### src/rtl/hand_scorer.sv
// Blackjack round sequencer: keeps the player and dealer hard sums and ace flags,
// walks PLAYER -> DEALER -> DONE, and resolves soft aces and dealer stand-on-17.
module hand_scorer (
  input  logic       clock,
  input  logic       reset,
  input  logic       start,
  input  logic       card_valid,
  input  logic [3:0] card,
  input  logic       stand,
  output logic       turn,
  output logic [4:0] player_total,
  output logic [4:0] dealer_total,
  output logic       player_bust,
  output logic       dealer_bust,
  output logic       done,
  output logic [1:0] result
);

  typedef enum logic [1:0] {IDLE, PLAYER, DEALER, DONE} state_t;

  state_t     state;
  logic [4:0] p_hard, d_hard;
  logic       p_ace, d_ace;

  function automatic logic [4:0] best_total(input logic [4:0] hard, input logic ace);
    best_total = (ace && hard <= 5'd11) ? hard + 5'd10 : hard;
  endfunction

  logic       accept, p_take, d_take;
  logic [4:0] p_hard_n, d_hard_n, p_best_n, d_best_n, p_best;
  logic       p_ace_n, d_ace_n;

  always_comb begin
    accept   = card_valid && (card != 4'd0) && (card <= 4'd10) &&
               (state == PLAYER || state == DEALER);
    p_take   = accept && (state == PLAYER);
    d_take   = accept && (state == DEALER);
    p_hard_n = p_hard + (p_take ? {1'b0, card} : 5'd0);
    d_hard_n = d_hard + (d_take ? {1'b0, card} : 5'd0);
    p_ace_n  = p_ace | (p_take && card == 4'd1);
    d_ace_n  = d_ace | (d_take && card == 4'd1);
    p_best_n = best_total(p_hard_n, p_ace_n);
    d_best_n = best_total(d_hard_n, d_ace_n);
    p_best   = best_total(p_hard, p_ace);
  end

  // Totals and bust flags are pure functions of the registered hands.
  assign player_total = best_total(p_hard, p_ace);
  assign dealer_total = best_total(d_hard, d_ace);
  assign player_bust  = player_total > 5'd21;
  assign dealer_bust  = dealer_total > 5'd21;

  always_ff @(posedge clock or negedge reset) begin
    if (!reset) begin
      state  <= IDLE;
      p_hard <= '0;
      d_hard <= '0;
      p_ace  <= 1'b0;
      d_ace  <= 1'b0;
      turn   <= 1'b0;
      done   <= 1'b0;
      result <= 2'b00;
    end else if (start) begin
      state  <= PLAYER;
      p_hard <= '0;
      d_hard <= '0;
      p_ace  <= 1'b0;
      d_ace  <= 1'b0;
      turn   <= 1'b0;
      done   <= 1'b0;
      result <= 2'b00;
    end else begin
      case (state)
        PLAYER: begin
          p_hard <= p_hard_n;
          p_ace  <= p_ace_n;
          if (p_best_n > 5'd21) begin
            state  <= DONE;
            done   <= 1'b1;
            result <= 2'b10;
          end else if (p_best_n == 5'd21 || stand) begin
            state <= DEALER;
            turn  <= 1'b1;
          end
        end
        DEALER: begin
          d_hard <= d_hard_n;
          d_ace  <= d_ace_n;
          if (d_best_n >= 5'd17) begin
            state <= DONE;
            turn  <= 1'b0;
            done  <= 1'b1;
            // Player total is already final; only the dealer hand moves here.
            if (d_best_n > 5'd21 || p_best > d_best_n) result <= 2'b01;
            else if (p_best < d_best_n)                result <= 2'b10;
            else                                       result <= 2'b11;
          end
        end
        default: ;
      endcase
    end
  end

endmodule

### config.mk
export PLATFORM = sky130hd
export DESIGN_NAME = hand_scorer
export DESIGN_NICKNAME = d
export VERILOG_FILES = /design/src/rtl/hand_scorer.sv
export SDC_FILE = /design/constraint.sdc
export NUM_CORES = 1
export LEC_CHECK = 0
export CORE_AREA = 2 2 75 77
export CTS_CLUSTER_SIZE = 20
export DETAILED_ROUTE_END_ITERATION = 6
export DIE_AREA = 0 0 77 79
export SYNTH_ARGS = -nofsm -noshare
export SYNTH_HDL_FRONTEND = slang
export SYNTH_SLANG_ARGS = --single-unit
### constraint.sdc
create_clock -name clock -period 3.7 [get_ports clock]
set_input_delay 0.74 -clock clock [delete_from_list [all_inputs] [get_ports clock]]
set_output_delay 0.74 -clock clock [all_outputs]
set_load 0.01 [all_outputs]
---- Word-level counts from Yosys, hierarchy flattened ----
Cells that the tools add are included.
operators by class
  eq/ne operators ......................... 9
  bitwise gates (word level) .............. 2
  mux-type cells .......................... 34
  reductions and logical operators ........ 21
  $add $sub $neg .......................... 6
  order comparisons ....................... 12
operators with widths
  operator             count
  $mux 5               8
  $add 5x4->5 const B  4
  $gt 5x5->1 const B   4
  $le 5x4->1 const B   4
  $mux 2               8
  $mux 1               12
  $logic_and 1x1->1    11
  $add 5x4->5          2
  $ne 3x2->1 const B   3
  $mux 4               2
  $pmux 2 s2           2
  $reduce_and 3->1     2
  $eq 5x5->1 const B   1
  $ge 5x5->1 const B   1
  $gt 5x5->1           1
  $lt 5x5->1           1
  $eq 4x1->1 const B   1
  $le 4x4->1 const B   1
  $ne 4x2->1 const B   1
  $pmux 1 s2           2
  $reduce_and 4->1     1
  $reduce_bool 2->1    2
  $reduce_bool 4->1    1
  $logic_or 1x1->1     3
  other kinds (5)      6
word-level totals
  bits in registers ....................... 18
  output and inout bits ................... 16
  bits of input ports ..................... 9
  word-level logic and storage cells ...... 92

---- Depth between registers and ports, before layout ----
Gate-level depths: netlist of the first run.
  depth after elaboration ................. 16
  gate-level depth with buffers ........... 19
  depth with buffers taken out ............ 18

---- Worst setup path after synthesis of the first run ----
OpenSTA, ideal clock, no wires.
  path kind ............................... input to register
  start ................................... input port card[0]
  end ..................................... register result[0]
  buffers on the path ..................... 1
  stages on the path ...................... 18
  library setup time ...................... 122 ps
  data arrival time ....................... 4,035 ps
  slack ................................... -456 ps
  path through ............................ nor4_1 > a21oi_1 > nand2_1 > nor2_1 > and2_1 > ha_1 > fa_1 > xnor2_2 > ha_1 > nand2_1 > o21ai_2 > or3b_4 > and2_4 > buf_6 > o2111a_1 > o311ai_1 > nand4_1 > a32o_1
between the ends
  word-level cells in the longest chain between the ends .. 16
ends and longest elaborated chain
  element                                               line  RTL
  start: declaration                                    8     input logic [3:0] card,
  branches (longest 16 deep; another with $add 5x4->5)  --
  end signal: assignment                                94    if (d_best_n > 5'd21 || p_best > d_best_n) result <= 2'b01;
  end signal: assignment                                95    else if (p_best < d_best_n) result <= 2'b10;
  end signal: assignment                                96    else result <= 2'b11;
  end: declaration                                      16    output logic [1:0] result
Parallel ways; which one is timed is not known. The select of a mux whose other input is x is not followed.
A chain may end at the register's enable or synchronous reset.

---- Final worst setup path of the first run ----
Ends and elaborated chain as after synthesis.

==> results of run 1 <==
-- power groups by stage --
| stage | Combinational (W) | Clock (W) | Sequential, W |
|---|---|---|---|
| after global routing | 0.000725 | 0.000181 | 0.000261 |
| after CTS | 0.000622 | 0.000171 | 0.000256 |
| after global placement | 0.000573 | 0 | 0.000259 |
| after detailed placement | 0.000576 | 0 | 0.000259 |
| after floorplan | 0.000333 | 0 | 0.000261 |
| final | 0.000660 | 0.000168 | 0.000256 |
-- layer usage --
metal	GRT usage, %	vias to the layer above
met1	24.3	987
met4	4.82	0
li1	-	1013
met3	1.25	6
met5	0	-
met2	37.0	32
-- worst max-delay path by stage --
| stage | start | end | slack (ns) |
|---|---|---|---|
| finish | card[0] | result[0] | -0.26 |
| global route | card[0] | result[0] | -0.41 |
| detailed placement | card[0] | state[1] | -0.92 |
| global placement | card[0] | state[1] | -0.85 |
| CTS | card[2] | result[0] | -0.23 |
| floorplan | card[0] | result[0] | -0.33 |
-- cell families after synthesis --
group           after synthesis  share of synthesized area (%)
compound gates               62                           23.7
xor+xnor                     10                           5.32
fa+ha+maj                    22                           14.2
buf+inv                      27                           5.81
flops                        18                           22.0
mux                          11                           5.44
simple gates                 90                           23.5
-- cell usage after synthesis, types with 4 or more instances --
cell type / n / share of area [%]
ha_1: 20 / 12
mux2i_1: 10 / 4.9
dfrtp_1: 18 / 22
nor2_1: 21 / 3.9
o211ai_1: 4 / 1.5
a21o_1: 5 / 1.8
nor3_1: 6 / 1.5
nand3_1: 5 / 1.2
nand2_1: 20 / 3.7
a21oi_1: 14 / 3.4
inv_1: 20 / 3.7
xnor2_1: 5 / 2.1
and2_1: 11 / 3.4
a211oi_1: 4 / 1.5
-- worst max-delay path: cells and delay by family --
kind | cells | cell delay, ns
simple gates | 8 | 1.43
compound gates | 5 | 0.90
fa+ha+maj | 3 | 0.77
xor+xnor | 1 | 0.17
buf+inv | 1 | 0.10
-- timing repair --
action,in CTS,in global routing
buffers inserted,3,2
setup endpoints to repair,6,6
pin swaps,22,21
gates resized for setup,50,19
hold buffers,0,0
-- final cells by class --
cell class	count	area, sq um	share of cell area, %
multi-input cells	195	1720	57.4
clock buffers	4	55.1	1.84
repair buffers	71	606	20.2
well taps	72	90.1	3.01
inverters	20	75.1	2.50
flip-flops and latches	18	450	15.0
-- stage by stage --
step                util (%)  total power (W)  TNS, ns  worst slack, ns
finish                  56.2          0.00108   -0.817           -0.264
global route            56.2          0.00117    -1.75           -0.409
CTS                     53.9          0.00105   -0.658           -0.231
detailed placement      50.3         0.000836    -5.25           -0.924
global placement        50.3         0.000832    -4.78           -0.848
floorplan                  -         0.000594    -1.34           -0.329
-- flip-flops by register name, summed over array words and instances, names as in the netlist --
name / cells
p_ace: 1
p_hard: 5
result: 2
d_ace: 1
d_hard: 5
done: 1
turn: 1
state: 2
==> results by group, run 1 <==
Min path
  – Worst min path class: flop to flop
  – Sink of the worst hold path: state[1]
  – Min-delay src: state[1]
  – Hold Path Stages: 1

Timing
  – Max-slew headroom: between 40% and 50%
  – Skew final: 0.00425 ns
  – Final WS setup: -0.264 ns
  – Endpoints failing setup: 6
  – RSZ-0062 raised after global routing: yes
  – Fin crit period: approximately 4 ns
  – Slew Limit Fails: 0
  – Fin crit share: 107%
  – Hold Slack: roughly 0.52 ns
  – Highest Clock Rate: between 200 and 300 MHz
  – Worst slew pin tran: 0.861 ns
  – Final Hold Viols: 0

Flow run
  – Max-cap violations: 0

Place
  – DP HPWL: about 4300 um
  – Placed Area: around 2700 sq um
  – Placed cells: around 370
  – GPL Wtd Cong: 0.892
  – Port buffer count: 24

Routing
  – Routed length on met3: around 94 um
  – Metal2 WL: approximately 3000 um
  – Iteration-0 DRC Markers: 120
  – Uppermost layer routed: met4
  – DRC violation count after routing: 0
  – Via count: 2038
  – Vias/cell: between 5 and 6
  – Routed len/inst: 15.2 um
  – Post-DRT Antenna Nets: 0
  – 1st-pass router iterations: 4
  – WL final: approximately 5800 um
  – Met1 WL: 2620 um

Yosys
  – Most used DFF post-synth: dfrtp_1
  – Syn_area_per_cell: about 8.5 sq um
  – Post-synthesis instance total: 240
  – Sequential area share after synthesis: 22.0%
  – Synth async-reset ratio: between 90% and 100%
  – Netlist cell types: 63
  – Post-synth EDFFs: 0
  – Net Count, Synth: about 270
  – Synth Cell Area: slightly above 2000 sq um
  – FF+latch count, synth: 18
  – Synth warn: 0

Power and ir drop
  – Sequential share of power: 23.6%
  – PwrDens: approximately 360 nW/um^2
  – Sw frac: between 40% and 50%
  – Cell Int Power: 0.000646 W
  – Clk pwr share: between 15 and 20%
  – Worst vdd ir: 0.000181 V
  – Sw power: between 0.0004 and 0.0005 W
  – Comb power frac: ~61%
  – Leakage power: ~1.4 nW

Layout
  – Most frequent cells in the layout: 45 x buf_4, 20 x inv_1, 20 x nor2_1, 19 x clkdlybuf4s50_1, 18 x dfrtp_1
  – Layout Nets: 340
  – Commonest non-fill, non-tap cell in the layout: buf_4
  – Final std cells w/o fill: 380
  – Fin area: 3000 sq um
  – # diodes: 0
  – Share of cells above drive strength 1: about a third
  – # fillers: a little over 500
  – Synth-to-Final Area Change: 46.5%

Die
  – Rows: 27
  – Die height: approximately 79 um
  – CORE AREA: roughly 5300 sq um
  – IO Pins: 25
  – Initial core utilization: a little under two fifths
  – Die area: just over 6000 sq um
  – Die Width: 77 um

Outcome
  – Failing checks: setup timing
  – Outcome: complete, but fails checks

Clock tree
  – Clock edge transition at the registers on the reported setup and hold paths: 0.07 ns
  – CTS Root Buffer Type: clkbuf_8
  – Worst skew pair latency: around 0.26 ns
  – Clock buffer depth: 2
  – CTS buffer count: 3
  – CTS tree: done
  – # clock sinks: 18
  – CTS H-tree depth: 1

Worst setup path
  – R2r endpoint: result[0]
  – Startpoint types: primary input
  – Endpoint class of the critical path: flop
  – R2r startpoint: state[1]
  – Slowest CP cell: or3b_4
  – CP arrival: between 4 and 5 ns
  – Critical-path cell list: buf_8 -> nor4_4 -> a21oi_2 -> nand2_2 -> nor2_4 -> and2_4 -> ha_4 -> fa_2 -> xnor2_4 -> ha_2 -> nand2_2 -> o21ai_2 -> or3b_4 -> and2_4 -> a32o_1 -> o31ai_2 -> nand4_1 -> a32o_1
  – Crit path max fanout: 4
  – Data required, critical path: 3.85 ns
  – R2r worst-path depth: 16
  – Critical path class: primary input to flop
  – Max incr delay on CP: 0.44 ns
  – Worst R2R Setup Slack: -0.03 ns

Global routing
  – GRT Total Usage: between 10% and 20%
  – Initial antenna violation count: 0
  – Pin count of the biggest net entering global routing: 19
  – First-pass GRT wire length: just under 10000 um
  – Grt total ovfl: 0
  – Vias in the first global route: around 2000
No activity file was read; power rests on OpenSTA's default activity.
==> run 2: changes to the inputs <==
--- a/config.mk
+++ b/config.mk
@@ -7,7 +7,9 @@
 export LEC_CHECK = 0
 export CORE_AREA = 2 2 75 77
+export CTS_CLUSTER_DIAMETER = 100
 export CTS_CLUSTER_SIZE = 20
 export DETAILED_ROUTE_END_ITERATION = 6
 export DIE_AREA = 0 0 77 79
+export MAX_ROUTING_LAYER = met4
 export SYNTH_ARGS = -nofsm -noshare
 export SYNTH_HDL_FRONTEND = slang
==> constraint.sdc (replaced) <==
create_clock -name clock -period 3.7 [get_ports clock]
set_input_delay 0.555 -clock clock [delete_from_list [all_inputs] [get_ports clock]]
set_output_delay 0.555 -clock clock [all_outputs]
set_load 0.01 [all_outputs]
==> run 2 against run 1 <==
Net effect: the flow now finishes without violations; first-iteration DRC count shrank 6.7%; count of clock-buffer cells in the layout is the same; sequential cell count unchanged; die area is the same; via count barely moved; power is 6.8% higher; register-to-register slack improved by 0.14 ns; critical path depth is the same; sequential share of layout area fell by 0.77 points; maximum frequency is 8.8% higher; wire length increased by 3.1%; combinational power is 10% higher.
==> results by group, run 2 (same netlist as run 1, synthesis figures left out) <==
Routing
  – WL final: 5970 um
  – Post-DRT Antenna Nets: 0
  – DRC violation count after routing: 0
  – 1st-pass router iterations: 4
  – Via count: around 2000
  – Iteration-0 DRC Markers: between 100 and 150
  – Routed len/inst: 15.5 um
  – Vias/cell: ~5.3

Die
  – IO Pins: 25
  – Rows: 27
  – Initial core utilization: 38.3%
  – Die Width: between 70 and 80 um
  – Die height: a little under 80 um
  – CORE AREA: between 5000 and 6000 sq um
  – Die area: between 6000 and 7000 sq um

Timing
  – RSZ-0062 raised after global routing: yes
  – Fin crit share: ~98%
  – Max-slew headroom: 40.2%
  – Highest Clock Rate: between 200 and 300 MHz
  – Fin crit period: about 3.6 ns
  – Skew final: 0.00359 ns
  – Slew Limit Fails: 0
  – Endpoints failing setup: 0
  – Final Hold Viols: 0
  – Final WS setup: 0.0563 ns
  – Worst slew pin tran: between 0.8 and 0.9 ns
  – Sum Neg Setup Slack: 0 ns

Layout
  – Fin util: between 50% and 60%
  – Synth-to-Final Area Change: 54.4%
  – # fillers: ~480
  – Commonest non-fill, non-tap cell in the layout: buf_4
  – Layout Nets: 344
  – Most frequent cells in the layout: 46 x buf_4, 20 x nor2_1, 19 x clkdlybuf4s50_1, 18 x inv_1, 18 x dfrtp_1
  – Largest regs: d_hard: 5 flops, p_hard: 5 flops
  – # diodes: 0
  – Share of cells above drive strength 1: 37.5%

Worst setup path
  – Endpoint class of the critical path: flop
  – Critical path class: primary input to flop
  – Max incr delay on CP: between 0.4 and 0.5 ns
  – CP Depth: 18
  – Worst path bufs/invs: 4
  – CP top delay family: compound AO/OA/AOI/OAI gates
  – Data required, critical path: ~3.8 ns
  – Startpoint types: primary input
  – Critical-path cell list: buf_8 -> a21o_1 -> a21oi_2 -> nand2_2 -> buf_6 -> nor3_4 -> and2_4 -> ha_4 -> fa_2 -> buf_6 -> buf_6 -> o21ai_4 -> a31o_4 -> nor4_4 -> a311o_1 -> a211oi_2 -> or4_4 -> o311ai_4
  – Cell mode on critical path: buf_6
  – Crit path max fanout: 5
  – Slowest CP cell: fa_2
  – R2r worst-path depth: 15
  – CP arrival: roughly 3.8 ns

Place
  – Port buffer count: 24
  – Place WS: -0.706 ns
  – DP HPWL: around 4400 um
  – GPL Wtd Cong: between 0.8 and 0.9

Power and ir drop
  – Final Power: about 0.0012 W
  – Worst vdd ir: 0.000232 V
  – Sw frac: between 40% and 50%
  – Comb power frac: approximately 63%
  – PwrDens: around 370 nW/um^2
  – Cell Int Power: 0.000686 W
  – Sw power: ~0.00047 W
  – Clk pwr share: between 10% and 20%
  – Sequential share of power: 22.5%
  – Leakage power: 1.42 nW

Global routing
  – First-pass GRT wire length: ~9900 um
  – GRT Total Usage: a little over a fifth
  – Vias in the first global route: 2048
  – Initial antenna violation count: 0
  – Pin count of the biggest net entering global routing: 19
  – Grt total ovfl: 0

Clock tree
  – Clock buffer depth: 2
  – Worst skew pair latency: between 0.2 and 0.3 ns
  – CTS H-tree depth: 1
  – # clock sinks: 18
  – CTS Hold Bufs: 0
  – Clock edge transition at the registers on the reported setup and hold paths: around 0.070 ns
  – CTS buffer count: 3
  – CTS tree: done
  – CTS Root Buffer Type: clkbuf_8

Min path
  – Worst min path class: flop to flop
  – Hold Path Stages: 1

Flow run
  – Max-cap violations: 0

Outcome
  – Outcome: finished clean
==> run 2: changes by cell type in the layout (fill, tap and decap cells not counted), moves of 2 or more <==
cell / previous run / this run
and2_1: 9 / 7
and2_4: 3 / 5
buf_6: 3 / 5
ha_1: 16 / 13
ha_2: 3 / 1
ha_4: 1 / 6
inv_1: 20 / 18
inv_2: 0 / 2
nand2_1: 14 / 16
nand2_2: 6 / 3
o31ai_2: 2 / 0
o31ai_4: 0 / 2
==> run 2: per-layer routing <==
layer  routed length [um]  up-vias  track usage [%]
li1                     -     1020                -
met1                 2740      983             25.8
met2                 3030       23             35.8
met3                   76       10             1.93
met4                  119        0             7.68
met5                    0        -                -
==> run 2: final timing paths <==
check / start / slack, ns / to
min in group asynchronous: reset / 0.79 / p_hard[0]
worst min-delay path: state[0] / 0.52 / state[0]
worst max register to register: state[0] / 0.11 / turn
max in group asynchronous: reset / 2.36 / done
worst min register to register: state[0] / 0.52 / state[0]
worst max-delay path: card[1] / 0.06 / turn
==> run 2: cell type report <==
class	instances	area, sq um	area share, %
multi-input combinational	195	1840	58.2
timing repair buffer	75	651	20.6
sequential	18	450	14.3
tap	72	90.1	2.85
inverter	20	75.1	2.38
clock buffer	4	55.1	1.74
==> run 2: through the flow <==
step / instances / cell area, sq um / hold slack, ns
after floorplan: 240 / 2080 / 0.259
after global placement: 370 / 2670 / 0.504
after detailed placement: 370 / 2670 / 0.509
after CTS: 381 / 2940 / 0.526
after global routing: 384 / 3160 / 0.549
final: 384 / 3160 / 0.525
==> run 2: what timing repair did <==
action                                 4_1_cts  5_1_grt
buffers inserted                             7        3
cloned                                       0        0
pin swaps                                   30       27
setup endpoints to repair                    6        6
resized for setup                           54       36
endpoints found under the hold margin        0        0
==> run 2: power groups by stage <==
stage / Combinational (W) / Clock, W / Sequential (W)
6_report: 0.000726 / 0.000171 / 0.000260
5_1_grt: 0.000790 / 0.000182 / 0.000266
4_1_cts: 0.000645 / 0.000175 / 0.000257
3_5_place_dp: 0.000571 / 0 / 0.000260
3_3_place_gp: 0.000564 / 0 / 0.000260
2_1_floorplan: 0.000333 / 0 / 0.000261
